<file path="src/rtl/defines.v">
`ifndef REGFILE_DEFINES_V
`define REGFILE_DEFINES_V

// Machine word width shared by the integer datapath.
`define XLEN 32
// Architectural register address width (32 registers).
`define REG_AW 5

`endif

</file>
<file path="src/rtl/regfile_mp_pkg.sv">
// Shared constants for the multi-port register file and its scoreboard.
`include "defines.v"

package regfile_mp_pkg;

  localparam int unsigned DefXlen = `XLEN;
  localparam int unsigned DefNreg = 1 << `REG_AW;

  // True when addr names the hardwired zero register.
  function automatic logic is_zero_reg(input logic [31:0] addr, input int unsigned zero_reg);
    return (zero_reg != 0) && (addr == '0);
  endfunction

endpackage

</file>
<file path="src/rtl/regfile_bypass.sv">
// One read port: selects register contents or forwards a same-cycle write-back.
module regfile_bypass #(
  parameter int unsigned XLEN     = 32,
  parameter int unsigned AW       = 5,
  parameter int unsigned NWR      = 2,
  parameter int unsigned ZERO_REG = 1
) (
  input  logic [AW-1:0]       rd_addr_i,
  input  logic [XLEN-1:0]     rf_data_i,
  input  logic [NWR*AW-1:0]   wr_addr_i,
  input  logic [NWR*XLEN-1:0] wr_data_i,
  input  logic [NWR-1:0]      wr_we_i,
  output logic [XLEN-1:0]     rd_data_o,
  output logic                wb_hit_o
);

  // Later ports overwrite earlier matches, so the highest index wins.
  always_comb begin
    rd_data_o = rf_data_i;
    wb_hit_o  = 1'b0;
    for (int unsigned j = 0; j < NWR; j++) begin
      if (wr_we_i[j] && (wr_addr_i[j*AW +: AW] == rd_addr_i)) begin
        wb_hit_o  = 1'b1;
        rd_data_o = wr_data_i[j*XLEN +: XLEN];
      end
    end
    if ((ZERO_REG != 0) && (rd_addr_i == '0)) begin
      rd_data_o = '0;
    end
  end

endmodule

</file>
<file path="src/rtl/regfile_mp.sv">
// Multi-port register file with a pending-write scoreboard for issue control.
`include "defines.v"

module regfile_mp
  import regfile_mp_pkg::*;
#(
  parameter int unsigned XLEN     = `XLEN,
  parameter int unsigned NREG     = DefNreg,
  parameter int unsigned NRD      = 2,
  parameter int unsigned NWR      = 2,
  parameter int unsigned ZERO_REG = 1,
  localparam int unsigned AW      = $clog2(NREG),
  localparam int unsigned CW      = $clog2(NREG + 1)
) (
  input  logic                clk_i,
  input  logic                rst_i,
  input  logic [NRD*AW-1:0]   rs_addr_i,
  output logic [NRD*XLEN-1:0] rs_data_o,
  output logic [NRD-1:0]      rs_busy_o,
  input  logic [NWR*AW-1:0]   wr_addr_i,
  input  logic [NWR*XLEN-1:0] wr_data_i,
  input  logic [NWR-1:0]      wr_we_i,
  input  logic                iss_valid_i,
  input  logic [AW-1:0]       iss_rd_i,
  output logic                iss_ready_o,
  input  logic                flush_i,
  output logic [CW-1:0]       pend_cnt_o
);

  logic [XLEN-1:0] x_q [NREG];
  logic [XLEN-1:0] x_d [NREG];
  logic [NREG-1:0] pend_q, pend_d;
  logic [NREG-1:0] wb_hit;
  logic [CW-1:0]   cnt_q, cnt_d;
  logic            iss_rd_zero;
  logic            iss_fire;

  logic [XLEN-1:0] byp_data [NRD];
  logic [NRD-1:0]  byp_hit;

  // Register-file next state: port order gives the highest index priority.
  always_comb begin
    x_d = x_q;
    for (int unsigned j = 0; j < NWR; j++) begin
      if (wr_we_i[j] && !is_zero_reg(32'(wr_addr_i[j*AW +: AW]), ZERO_REG)) begin
        x_d[wr_addr_i[j*AW +: AW]] = wr_data_i[j*XLEN +: XLEN];
      end
    end
  end

  // Registers targeted by any write-back this cycle.
  always_comb begin
    wb_hit = '0;
    for (int unsigned j = 0; j < NWR; j++) begin
      if (wr_we_i[j]) begin
        wb_hit[wr_addr_i[j*AW +: AW]] = 1'b1;
      end
    end
  end

  // Issue handshake; a write-back landing this cycle frees the destination.
  always_comb begin
    iss_rd_zero = is_zero_reg(32'(iss_rd_i), ZERO_REG);
    iss_ready_o = rst_i | iss_rd_zero | ~pend_q[iss_rd_i] | wb_hit[iss_rd_i];
    iss_fire    = iss_valid_i & iss_ready_o & ~iss_rd_zero & ~rst_i;
  end

  // Scoreboard next state: clear on write-back, set on issue (set wins), flush beats both.
  always_comb begin
    pend_d = pend_q & ~wb_hit;
    if (iss_fire) begin
      pend_d[iss_rd_i] = 1'b1;
    end
    if (flush_i) begin
      pend_d = '0;
    end
    if (ZERO_REG != 0) begin
      pend_d[0] = 1'b0;
    end
    cnt_d = '0;
    for (int unsigned r = 0; r < NREG; r++) begin
      cnt_d = cnt_d + CW'(pend_d[r]);
    end
  end

  // State registers with asynchronous clear.
  always_ff @(posedge clk_i or posedge rst_i) begin
    if (rst_i) begin
      for (int unsigned r = 0; r < NREG; r++) begin
        x_q[r] <= '0;
      end
      pend_q <= '0;
      cnt_q  <= '0;
    end else begin
      x_q    <= x_d;
      pend_q <= pend_d;
      cnt_q  <= cnt_d;
    end
  end

  assign pend_cnt_o = cnt_q;

  for (genvar k = 0; k < NRD; k++) begin : g_rd
    regfile_bypass #(
      .XLEN     (XLEN),
      .AW       (AW),
      .NWR      (NWR),
      .ZERO_REG (ZERO_REG)
    ) u_bypass (
      .rd_addr_i (rs_addr_i[k*AW +: AW]),
      .rf_data_i (x_q[rs_addr_i[k*AW +: AW]]),
      .wr_addr_i (wr_addr_i),
      .wr_data_i (wr_data_i),
      .wr_we_i   (wr_we_i),
      .rd_data_o (byp_data[k]),
      .wb_hit_o  (byp_hit[k])
    );
  end

  // Read outputs are forced quiet while reset is held.
  always_comb begin
    for (int unsigned k = 0; k < NRD; k++) begin
      rs_data_o[k*XLEN +: XLEN] = rst_i ? '0 : byp_data[k];
      rs_busy_o[k] = ~rst_i & pend_q[rs_addr_i[k*AW +: AW]] & ~byp_hit[k];
    end
  end

  // Backdoor read of the architectural state for simulation tooling.
  task automatic readRegister(input logic [AW-1:0] raddr, output logic [XLEN-1:0] rdata);
    rdata = x_q[raddr];
  endtask

endmodule

</file>
<file path="config.mk">
export PLATFORM = sky130hd
export DESIGN_NAME = regfile_mp
export DESIGN_NICKNAME = d
export VERILOG_FILES = /design/src/rtl/regfile_mp_pkg.sv /design/src/rtl/regfile_bypass.sv /design/src/rtl/regfile_mp.sv
export VERILOG_INCLUDE_DIRS = /design/src /design/src/rtl
export SDC_FILE = /design/constraint.sdc
export NUM_CORES = 2
export LEC_CHECK = 0
export BUFFER_PORTS_ARGS = -buffer_cell sky130_fd_sc_hd__buf_2
export CAP_MARGIN = 20
export CORE_ASPECT_RATIO = 1.5
export CORE_MARGIN = 1
export CORE_UTILIZATION = 45
export CTS_CLUSTER_SIZE = 28
export DETAILED_ROUTE_END_ITERATION = 7
export PLACE_DENSITY = 0.72
export SETUP_SLACK_MARGIN = 0.5
export SLEW_MARGIN = 10
export SYNTH_ARGS = -nofsm -noshare
export SYNTH_HDL_FRONTEND = slang
export SYNTH_SLANG_ARGS = --single-unit
</file>
<file path="constraint.sdc">
create_clock -name clk_i -period 71.3 [get_ports clk_i]
set_input_delay 0 -clock clk_i [delete_from_list [all_inputs] [get_ports clk_i]]
set_output_delay 0 -clock clk_i [all_outputs]
set_load 0.01 [all_outputs]
</file>
==> results.py <==
metrics = {
    "status": {
        "status": "finished with violations",
        "violations": "DRC",
    },
    "drt": {
        "drc_errors": 30,
        "drt-vias-per-instance": 7.284,
        "wirelength_um": 290500,
        "routedWlPerCell_um": 34.97,
        "first_pass_iters": 8,
        "vias": 60513,
        "ant_nets": 0,
        "drtIter0Drc": 10134,
    },
    "synth": {
        "syn_area_mm2": 0.06781,
        "synth_commonest_cells": "dfrtp_1, nor2_1, nand2_1",
        "ys_types": 79,
        "synth_area_per_cell_um2": 10.24,
        "synth_xor_xnor_area_share_pct": 0.2971,
        "yosysTopAreaCellShare_pct": 39.15,
        "yosysSeqAreaShare_pct": 39.15,
        "synthArstFlopShare_pct": 100.0,
        "synth_compound_area_share_pct": 14.65,
        "synth_top_area_cell": "dfrtp_1",
        "synth_seq_cells": 1061,
        "netlist_top_cells_area": "dfrtp_1, mux4_2, mux2i_1",
        "yosys.area_share.simple_pct": 11.44,
        "ys.flop_type": "dfrtp_1",
        "muxShareOfSynthArea_pct": 28.17,
        "ys_warn_count": 0,
        "yosysMostFrequentCell": "dfrtp_1",
        "syn_nets": 6745,
        "synthAdderAreaFrac_pct": 0.8082,
        "synthCells": 6620,
        "synth-edff-count": 0,
        "synth_top_family_by_area": "multiplexers",
    },
    "critical_path": {
        "critPathKind": "primary input to flop",
        "cpMaxStageDelayCell": "nand2_4",
        "cp_max_fo": 37,
        "cp_cell_sequence": "buf_2, and4bb_1, nand2_4, a211oi_1, nor4_1, nand3_2, nor2_8, o21ai_1, fa_1, inv_1, fa_1, fa_1, fa_1, fa_1, inv_1, fa_1, fa_1, fa_1, a21o_1, a21oi_1, xnor2_1",
        "worst_path_most_repeated_cell": "fa_1",
        "critPathBufInv": 3,
        "startpoint_type": "primary input",
        "critical-path-top-delay-family": "adder cells",
        "cp-end-kind": "flop",
        "cpPeakStageDelay_ns": 0.78,
        "required_ns": 71.99,
        "worstPathArrival_ns": 7.60,
    },
    "clock_network": {
        "clkSlewWorstSetupHoldPaths_ns": 0.06,
        "cts_resized": 0,
        "htree_levels": 3,
        "cts_made_buffers": 102,
        "clk_latency_ns": 0.78,
        "cts_max_path_buffers": 3,
        "post_cts_buffers": 0,
        "clock-sinks": 1061,
        "cts_tree": "done",
        "root_buffer": "clkbuf_16",
    },
    "sta": {
        "worst_pin_slew_ns": 1.345,
        "slew_viol_final": 0,
        "grt_setup_unrepaired": "no",
        "finalHoldViolations": 0,
        "fin_crit_ns": 6.908,
        "finalSetupViolations": 0,
        "skew_ns": 0.008763,
        "fin_crit_sh_pct": 9.689,
        "fin_tns_setup_ns": 0,
        "fmax_mhz": 144.8,
        "slew_headroom_pct": 9.991,
    },
    "power": {
        "finalPower_mw": 2.038,
        "p_leak_nw": 31.69,
        "peakVddDrop_mv": 0.02372,
        "p_per_area_mw_per_mm2": 27.53,
    },
    "global_routing": {
        "grt_pass1_vias": 58789,
        "grt_overflow": 0,
        "grt_use_total_pct": 37.45,
        "grt_pass1_wl_um": 412800,
        "antenna_found_initial": 27,
        "grt_max_degree": 191,
    },
    "place": {
        "port_buffers": 167,
        "dp.final_hpwl_um": 165200,
        "globalplace.congestion": 0.9614,
    },
    "floorplanning": {
        "core-area_mm2": 0.1498,
        "rows": 174,
        "die-area_mm2": 0.1523,
        "ioPinCount": 168,
        "start_util_pct": 45.27,
        "die_y_um": 477.4,
        "die_w_um": 319.0,
    },
    "final_layout": {
        "area_growth_pct": 9.176,
        "final_util_pct": 49.43,
        "drive_above_1_share_pct": 19.91,
        "nets": 6390,
    },
    "min_path": {
        "hold_path_class": "primary input to asynchronous set/reset pin",
    },
    "run": {
        "maxCapViolations": 0,
    },
}
==> final timing paths <==
| path | endpoint | slack (ns) | depth (start not counted) | startpoint |
|---|---|---|---|---|
| worst min-delay path | pend_q[23] | 0.09 | 3 | rst_i |
| worst max-delay path | pend_cnt_o[4] | 64.39 | 21 | wr_addr_i[4] |
| worst min register to register | x_q[1014] | 0.40 | 0 | x_q[1014] |
| max in group asynchronous | x_q[895] | 68.71 | 5 | rst_i |
| worst max register to register | pend_cnt_o[4] | 64.52 | 20 | pend_q[12] |
| min in group clk_i | pend_q[10] | 0.09 | 2 | iss_rd_i[2] |
==> sequential cells by signal, summed over array words and instances, names as in the netlist <==
name and count:
pend_cnt_o 6, pend_q 31, x_q 1024
==> cell families after synthesis <==
group                    after synthesis
multiplexers                        1079
buffers and inverters                902
adder cells (fa/ha/maj)               30
AO/OA/AOI/OAI                       1623
AND/OR/NAND/NOR                     1902
flip-flops                          1061
XOR/XNOR                              23
==> area by class of cell <==
type	instances	area, µm²
clock inverters	47	709.4
diodes	19	47.55
repair buffers	410	3138
inverters	33	131.4
clock buffers	145	2924
multi-input cells	4657	38110
fillers	13195	75750
flip-flops and latches	1061	26550
well taps	1936	2422
==> worst reg2reg max path: cells and delay by family, from the launching register on <==
family / cells / cell delay, ns
adders and majority gates: 8 / 3.82
and+or+nand+nor: 3 / 1.13
AOI/OAI and AO/OA: 5 / 0.80
DFF: 1 / 0.40
muxes: 1 / 0.31
xor gates and xnor gates: 1 / 0.13
buffers and inverters: 2 / 0.11
==> placed cells by master, fill, tap and decap left out, drive strengths merged, types with 107 or more instances in the layout <==
master,netlist,routed
mux2i,413,413
a31oi,219,219
a22oi,231,231
mux4,663,663
nor2,876,876
dfrtp,1061,1061
buf,222,303
o21ai,387,387
a21oi,520,520
clkbuf,647,145
dlygate4sd3,0,107
nand2,863,863
==> repair_timing <==
item	CTS	global route
hold buffers	107	0
endpoints found under the setup margin	0	0
hold endpoints to repair	1131	0
==> metrics by stage <==
| stage | hold slack, ns | instance area [µm²] | cells | setup slack, ns |
|---|---|---|---|---|
| after floorplan | 0.05410 | 67810 | 6620 | 41.41 |
| after global placement | 0.3386 | 69170 | 7986 | 63.70 |
| after detailed placement | 0.3559 | 69170 | 7986 | 63.75 |
| after CTS | 0.01098 | 73880 | 8285 | 64.51 |
| after global routing | 0.1060 | 73990 | 8291 | 64.07 |
| final | 0.08547 | 74030 | 8308 | 64.39 |
==> report_power, final <==
part,leakage [nW],total (mW),switching (mW),internal (mW)
Sequential,13.1,0.876,0.125,0.751
Clock,1.76,0.608,0.266,0.342
Combinational,16.8,0.554,0.256,0.298
Total,31.7,2.04,0.647,1.39
==> metal layers <==
metal	vias to the layer above	wire [µm]	global-route usage (%)
met5	-	329	0.7302
met4	25	28390	31.02
met3	1576	42850	15.56
met2	5605	124000	53.64
met1	29706	94940	43.65
li1	23601	-	-
No activity file was read; power rests on OpenSTA's default activity.
